<file path="src/rtl/t3_addsub_seq.sv">
// Sequential balanced-ternary add/subtract/accumulate unit: CHUNK trits per
// clock with a registered carry trit, overflow carry-out and invalid-trit flag.
module t3_addsub_seq #(
  parameter int TRITS = 16,
  parameter int CHUNK = 4
) (
  input  logic               I_clk,
  input  logic               I_rst,
  input  logic               I_start,
  input  logic [1:0]         I_op,
  input  logic [2*TRITS-1:0] I_a,
  input  logic [2*TRITS-1:0] I_b,
  output logic [2*TRITS-1:0] O_out,
  output logic [1:0]         O_carry,
  output logic               O_invalid,
  output logic               O_busy,
  output logic               O_done
);
  localparam int N  = TRITS / CHUNK;
  localparam int IW = (N > 1) ? $clog2(N) : 1;
  localparam int CW = 2 * CHUNK;
  localparam int W  = 2 * TRITS;

  typedef enum logic {IDLE, RUN} state_t;

  state_t         state_reg;
  logic [1:0]     op_reg;
  logic [W-1:0]   a_reg, b_reg, res_reg, acc_reg, out_reg;
  logic [1:0]     carry_reg, carry_out_reg;
  logic [IW-1:0]  idx_reg;
  logic           inv_reg, inv_out_reg, busy_reg, done_reg;

  logic [W-1:0]   b_neg, b_sel, res_next;
  logic [CW-1:0]  a_chunk, b_chunk, chunk_res;
  logic [1:0]     c [CHUNK+1];
  logic [CHUNK-1:0] inv_vec;
  logic           inv_next;
  logic           last_chunk;

  function automatic logic signed [3:0] dec(input logic [1:0] t);
    case (t)
      2'b01:   dec = 4'sd1;
      2'b10:   dec = -4'sd1;
      default: dec = 4'sd0;
    endcase
  endfunction

  function automatic logic [1:0] enc(input logic signed [3:0] v);
    if (v == 4'sd1)       enc = 2'b01;
    else if (v == -4'sd1) enc = 2'b10;
    else                  enc = 2'b00;
  endfunction

  // Negating a trit is a swap of its two encoding bits; 00 and 11 map to themselves.
  genvar gi;
  generate
    for (gi = 0; gi < TRITS; gi++) begin : g_neg
      assign b_neg[2*gi +: 2] = {I_b[2*gi], I_b[2*gi+1]};
    end
  endgenerate

  always_comb begin
    b_sel = I_b;
    case (I_op)
      2'b01:   b_sel = b_neg;
      2'b10:   b_sel = acc_reg;
      default: b_sel = I_b;
    endcase
  end

  assign a_chunk = a_reg[idx_reg*CW +: CW];
  assign b_chunk = b_reg[idx_reg*CW +: CW];
  assign c[0]    = carry_reg;

  generate
    for (gi = 0; gi < CHUNK; gi++) begin : g_trit
      logic [1:0]        ta, tb;
      logic signed [3:0] s, t;
      logic [1:0]        co;
      assign ta = a_chunk[2*gi +: 2];
      assign tb = b_chunk[2*gi +: 2];
      assign s  = dec(ta) + dec(tb) + dec(c[gi]);
      always_comb begin
        t  = s;
        co = 2'b00;
        if (s > 4'sd1) begin
          t  = s - 4'sd3;
          co = 2'b01;
        end else if (s < -4'sd1) begin
          t  = s + 4'sd3;
          co = 2'b10;
        end
      end
      assign chunk_res[2*gi +: 2] = enc(t);
      assign c[gi+1]              = co;
      assign inv_vec[gi]          = (&ta) | (&tb);
    end
  endgenerate

  always_comb begin
    res_next = res_reg;
    res_next[idx_reg*CW +: CW] = chunk_res;
  end

  assign inv_next   = inv_reg | (|inv_vec);
  assign last_chunk = (idx_reg == IW'(N - 1));

  always_ff @(posedge I_clk or posedge I_rst) begin
    if (I_rst) begin
      state_reg     <= IDLE;
      op_reg        <= 2'b00;
      a_reg         <= '0;
      b_reg         <= '0;
      res_reg       <= '0;
      acc_reg       <= '0;
      out_reg       <= '0;
      carry_reg     <= 2'b00;
      carry_out_reg <= 2'b00;
      idx_reg       <= '0;
      inv_reg       <= 1'b0;
      inv_out_reg   <= 1'b0;
      busy_reg      <= 1'b0;
      done_reg      <= 1'b0;
    end else begin
      done_reg <= 1'b0;
      case (state_reg)
        IDLE: begin
          if (I_start) begin
            if (I_op == 2'b11) begin
              // Clear finishes on the start edge without entering RUN.
              acc_reg       <= '0;
              out_reg       <= '0;
              carry_out_reg <= 2'b00;
              inv_out_reg   <= 1'b0;
              done_reg      <= 1'b1;
            end else begin
              op_reg    <= I_op;
              a_reg     <= I_a;
              b_reg     <= b_sel;
              carry_reg <= 2'b00;
              idx_reg   <= '0;
              inv_reg   <= 1'b0;
              busy_reg  <= 1'b1;
              state_reg <= RUN;
            end
          end
        end
        RUN: begin
          res_reg   <= res_next;
          carry_reg <= c[CHUNK];
          inv_reg   <= inv_next;
          idx_reg   <= idx_reg + 1'b1;
          if (last_chunk) begin
            out_reg       <= res_next;
            carry_out_reg <= c[CHUNK];
            inv_out_reg   <= inv_next;
            done_reg      <= 1'b1;
            busy_reg      <= 1'b0;
            idx_reg       <= '0;
            state_reg     <= IDLE;
            // Accumulator drops the carry, so it wraps modulo 3^TRITS.
            if (op_reg == 2'b10) acc_reg <= res_next;
          end
        end
        default: state_reg <= IDLE;
      endcase
    end
  end

  assign O_out     = out_reg;
  assign O_carry   = carry_out_reg;
  assign O_invalid = inv_out_reg;
  assign O_busy    = busy_reg;
  assign O_done    = done_reg;
endmodule

</file>
<file path="config.mk">
export PLATFORM = sky130hd
export DESIGN_NAME = t3_addsub_seq
export DESIGN_NICKNAME = d
export VERILOG_FILES = /design/src/rtl/t3_addsub_seq.sv
export SDC_FILE = /design/constraint.sdc
export NUM_CORES = 1
export LEC_CHECK = 0
export ABC_AREA = 1
export CAP_MARGIN = 15
export CORE_AREA = 3 3 132 160
export DETAILED_ROUTE_END_ITERATION = 6
export DIE_AREA = 0 0 135 163
export DONT_BUFFER_PORTS = 1
export PLACE_DENSITY_LB_ADDON = 0.2
export SKIP_LAST_GASP = 1
export SYNTH_ARGS = -nofsm -noshare
export SYNTH_HDL_FRONTEND = slang
export SYNTH_SLANG_ARGS = --single-unit
</file>
<file path="constraint.sdc">
create_clock -name I_clk -period 14.1 [get_ports I_clk]
set_input_delay 2.82 -clock I_clk [delete_from_list [all_inputs] [get_ports I_clk]]
set_output_delay 2.82 -clock I_clk [all_outputs]
set_load 0.01 [all_outputs]
</file>
==> impl_summary.md <==
Clock network
Buffers inserted during clock tree synthesis total 17. Counting every sink on the clock net gives 173. Once the clock tree was built, the setup fixing pass inserted 0 buffers.

The number of H-tree levels is 4. The largest buffer count on any clock path is 2. The clock tree from TritonCTS is built.

The CTS root buffer is clkbuf_16. Post-CTS repair changed the size of 0 cells. After clock tree synthesis, the flow added hold-fix buffers numbering 0. After clock tree synthesis, the clock-pin slew on the worst setup and hold paths is 0.07 ns. The clock network latency to the later pin of the worst-skew pair is about 0.44 ns.

Timing
The maximum frequency from static timing analysis is ~110 MHz. Setup repair after global routing left no endpoint under its margin. Setup total negative slack on the finished layout was measured at 0 ns. The total count of hold-check failures in the final report is 0. The final-report setup violation count is 0. The maximum clock skew at final layout is approximately 0.011 ns. Headroom to the max-slew limit came out at between 20% and 30%.

The number of max-slew violations in the final report was 0. The final critical path time including I/O delays and setup is between 8 and 9 ns. For the pin with the worst max-slew slack, the measured transition is 1.12 ns. Of the available clock period, the critical path in the final layout requires between 60% and 70%.

Floorplanning
The top-level port count is around 110. The initial core utilization is between 40% and 50%. After floorplanning, the core was divided into 56 placement rows.

The die footprint is approximately 0.022 sq mm. The vertical die dimension is approximately 160 um. The total area inside the core boundary comes to 0.0195 sq mm. In this run the horizontal extent of the chip is around 140 um.

Global route
Global routing consumed, over all layers together, between 20 and 25% of the routing resources. The first global-routing pass estimated between 40000 and 50000 um of wire. Entering global routing, the biggest net connects between 100 and 150 pins. The number of global-route vias before repair was 7839. The initial antenna violation count was 0. The global-route congestion overflow total is 0.

Drt
For this run, the detailed router's first-pass iteration total came to 7. The number of remaining DRC errors is 0. The detailed router placed 8073 vias in this run. After the first detailed-routing iteration, the DRC count stood at between 500 and 600. Dividing the detail-routed via count by the number of cells gives 5.45. After detailed routing, the average wire length per cell comes to roughly 17 um.

The antenna violation net count after detailed routing is 0. For this block, the routed nets add up to ~26000 um of wire.

Place
Input and output buffers added on the ports amount to 0. The last weighted congestion value of the routability-driven placer is 0.859. The sum of net half-perimeters after detailed placement is around 19000 um.

Run
Max-cap violations in this run came to 0.

Layout
After the last flow step, the layout net total stands at roughly 1300. Of the cells placed in the final design, the portion with a size suffix greater than 1 is under 10%. The number of antenna diodes in the final layout is 0. The synthesis-to-layout area growth is 7.77%.

Run status
The run finished with clean final reports.

Synthesis
The share of the Yosys chip area taken by registers is roughly 44%. The synthesized area per cell is 7.83 sq um. The async set-reset flop share out of synthesis is 100%.

The predominant post-synthesis flop cell is dfrtp_1. The synthesis-stage register bit count is ~170. The number of warning messages in the yosys log is 0. The synthesized design contains 0 enable-type register cells. The number of nets handed over by synthesis was roughly 1400. The number of instances in the synthesized netlist is about 1200. The number of different library cells used by synthesis comes to 34. The synthesized area is approximately 0.0098 sq mm.

Worst setup path
At the worst endpoint, the required time is 14.46 ns. STA puts the critical path data arrival time at 9.36 ns. The endpoint identified for the worst register-to-register timing path is O_out[7]$_DFFE_PP0P_.

The most numerous cell type found on the critical path is fa_1. The worst register-to-register path begins at idx_reg[0]$_DFFE_PP0P_. The critical path class is flip-flop to flip-flop. The maximum single-stage delay on the critical path is 0.63 ns. STA classifies the critical path startpoint as a flip-flop. The kind of end point of the critical path is a flip-flop. The library cell contributing the largest single delay on the critical path is fa_1.

In this run the worst path has a maximum fanout of 20. The minimum setup slack among reg-to-reg paths is 5.10 ns. Counting cells, the worst reg-to-reg path comes to 36.

Hold path
The worst hold path passes through 2 cells. In this run the most critical hold path is launched from res_reg[26]$_DFFE_PP0P_. The worst hold path endpoint is res_reg[26]$_DFFE_PP0P_. The path class of the tightest hold or removal check is flip-flop to flip-flop.
-- worst max path at each step --
stage                                start  slack, ns                      to
floorplan           idx_reg[0]$_DFFE_PP0P_       5.73  acc_reg[7]$_DFFE_PP0P_
global route        idx_reg[0]$_DFFE_PP0P_       4.34    O_out[7]$_DFFE_PP0P_
CTS                 idx_reg[0]$_DFFE_PP0P_       5.06  res_reg[7]$_DFFE_PP0P_
detailed placement  idx_reg[0]$_DFFE_PP0P_       5.14    O_out[6]$_DFFE_PP0P_
global placement    idx_reg[0]$_DFFE_PP0P_       5.34   O_out[14]$_DFFE_PP0P_
finish              idx_reg[0]$_DFFE_PP0P_       5.10    O_out[7]$_DFFE_PP0P_
-- logic make-up (layout without fill, tap and decap cells) --
family	after synthesis	in the layout	synth area share, %
AOI/OAI and AO/OA	191	191	12.7
xor gates and xnor gates	2	2	0.180
adders and majority gates	57	57	8.46
buffers and inverters	181	156	7.13
DFF	173	173	44.4
and+or+nand+nor	642	642	27.2
-- cell usage after synthesis (13+ instances only) --
library cell | n | area, sq um
ha_1 | 42 | 526
inv_1 | 100 | 375
nand4_1 | 20 | 125
a21oi_1 | 20 | 100
o21ai_0 | 51 | 255
o21ai_1 | 31 | 155
fa_1 | 15 | 300
buf_1 | 13 | 48.8
dfrtp_1 | 173 | 4330
nand2_1 | 456 | 1710
nor2_1 | 66 | 248
a221oi_1 | 28 | 245
nand3_1 | 73 | 365
o31ai_1 | 29 | 218
clkbuf_1 | 43 | 161
-- routing by layer --
metal | part of all wire, % | up-vias | global-route usage [%]
li1 | - | 3978 | -
met1 | 42 | 3778 | 31.7
met2 | 48 | 269 | 39.8
met3 | 6.9 | 48 | 5.90
met4 | 2.9 | 0 | 8.85
met5 | 0 | - | 0
-- through the flow --
stage | area [sq um] | setup WS [ns] | utilization [%] | std cells | hold slack, ns
global placement | 9910 | 5.34 | 50.7 | 1450 | 0.462
CTS | 10500 | 5.06 | 53.8 | 1482 | 0.482
global route | 10500 | 4.34 | 53.8 | 1482 | 0.498
detailed placement | 9910 | 5.14 | 50.7 | 1450 | 0.463
floorplan | 9760 | 5.73 | - | 1246 | 0.437
finish | 10500 | 5.10 | 53.8 | 1482 | 0.480
-- cells in the final DEF, fill, tap and decap left out, types with 2 or more instances in the layout --
master | Yosys | routed
inv_8 | 0 | 5
xor2_1 | 2 | 2
clkinv_8 | 0 | 2
o22ai_1 | 9 | 9
o21ai_2 | 11 | 11
clkbuf_16 | 0 | 17
a22o_1 | 2 | 2
fa_1 | 15 | 15
inv_2 | 11 | 12
ha_1 | 42 | 42
dfrtp_2 | 0 | 2
inv_1 | 100 | 98
clkinv_1 | 3 | 3
o21ai_4 | 1 | 2
nor2_4 | 3 | 3
nand3b_1 | 2 | 2
a32oi_1 | 8 | 8
a21oi_1 | 20 | 20
dfrtp_1 | 173 | 171
o21ai_1 | 31 | 31
nor2_1 | 66 | 66
nand4_1 | 20 | 20
clkinv_4 | 0 | 3
nor4_1 | 2 | 2
a221oi_1 | 28 | 28
inv_6 | 0 | 3
nand3_1 | 73 | 73
nand2_2 | 9 | 9
nand2_4 | 2 | 2
nor2_2 | 7 | 7
o21ai_0 | 51 | 50
o31ai_1 | 29 | 29
buf_4 | 1 | 10
nand2_1 | 456 | 456
-- critical path, delay by kind of cell (launching register included) --
kind	cells	cell delay [ns]
AO/OA/AOI/OAI	6	0.92
flip-flops	1	0.40
AND/OR/NAND/NOR	10	1.10
buffers and inverters	7	0.93
adder cells (fa/ha/maj)	13	5.55
-- cell type report --
| type | count | area (sq um) |
|---|---|---|
| inverters | 114 | 433 |
| clock buffers | 17 | 425 |
| flip-flops and latches | 173 | 4330 |
| multi-input cells | 892 | 4750 |
| clock inverters | 15 | 175 |
| fillers | 1874 | 9030 |
| well taps | 261 | 327 |
| repair buffers | 10 | 75.1 |
Power is left out: the tool's default activity adds up to more than one toggle a clock period on the data nets, which glitch-free logic cannot reach.
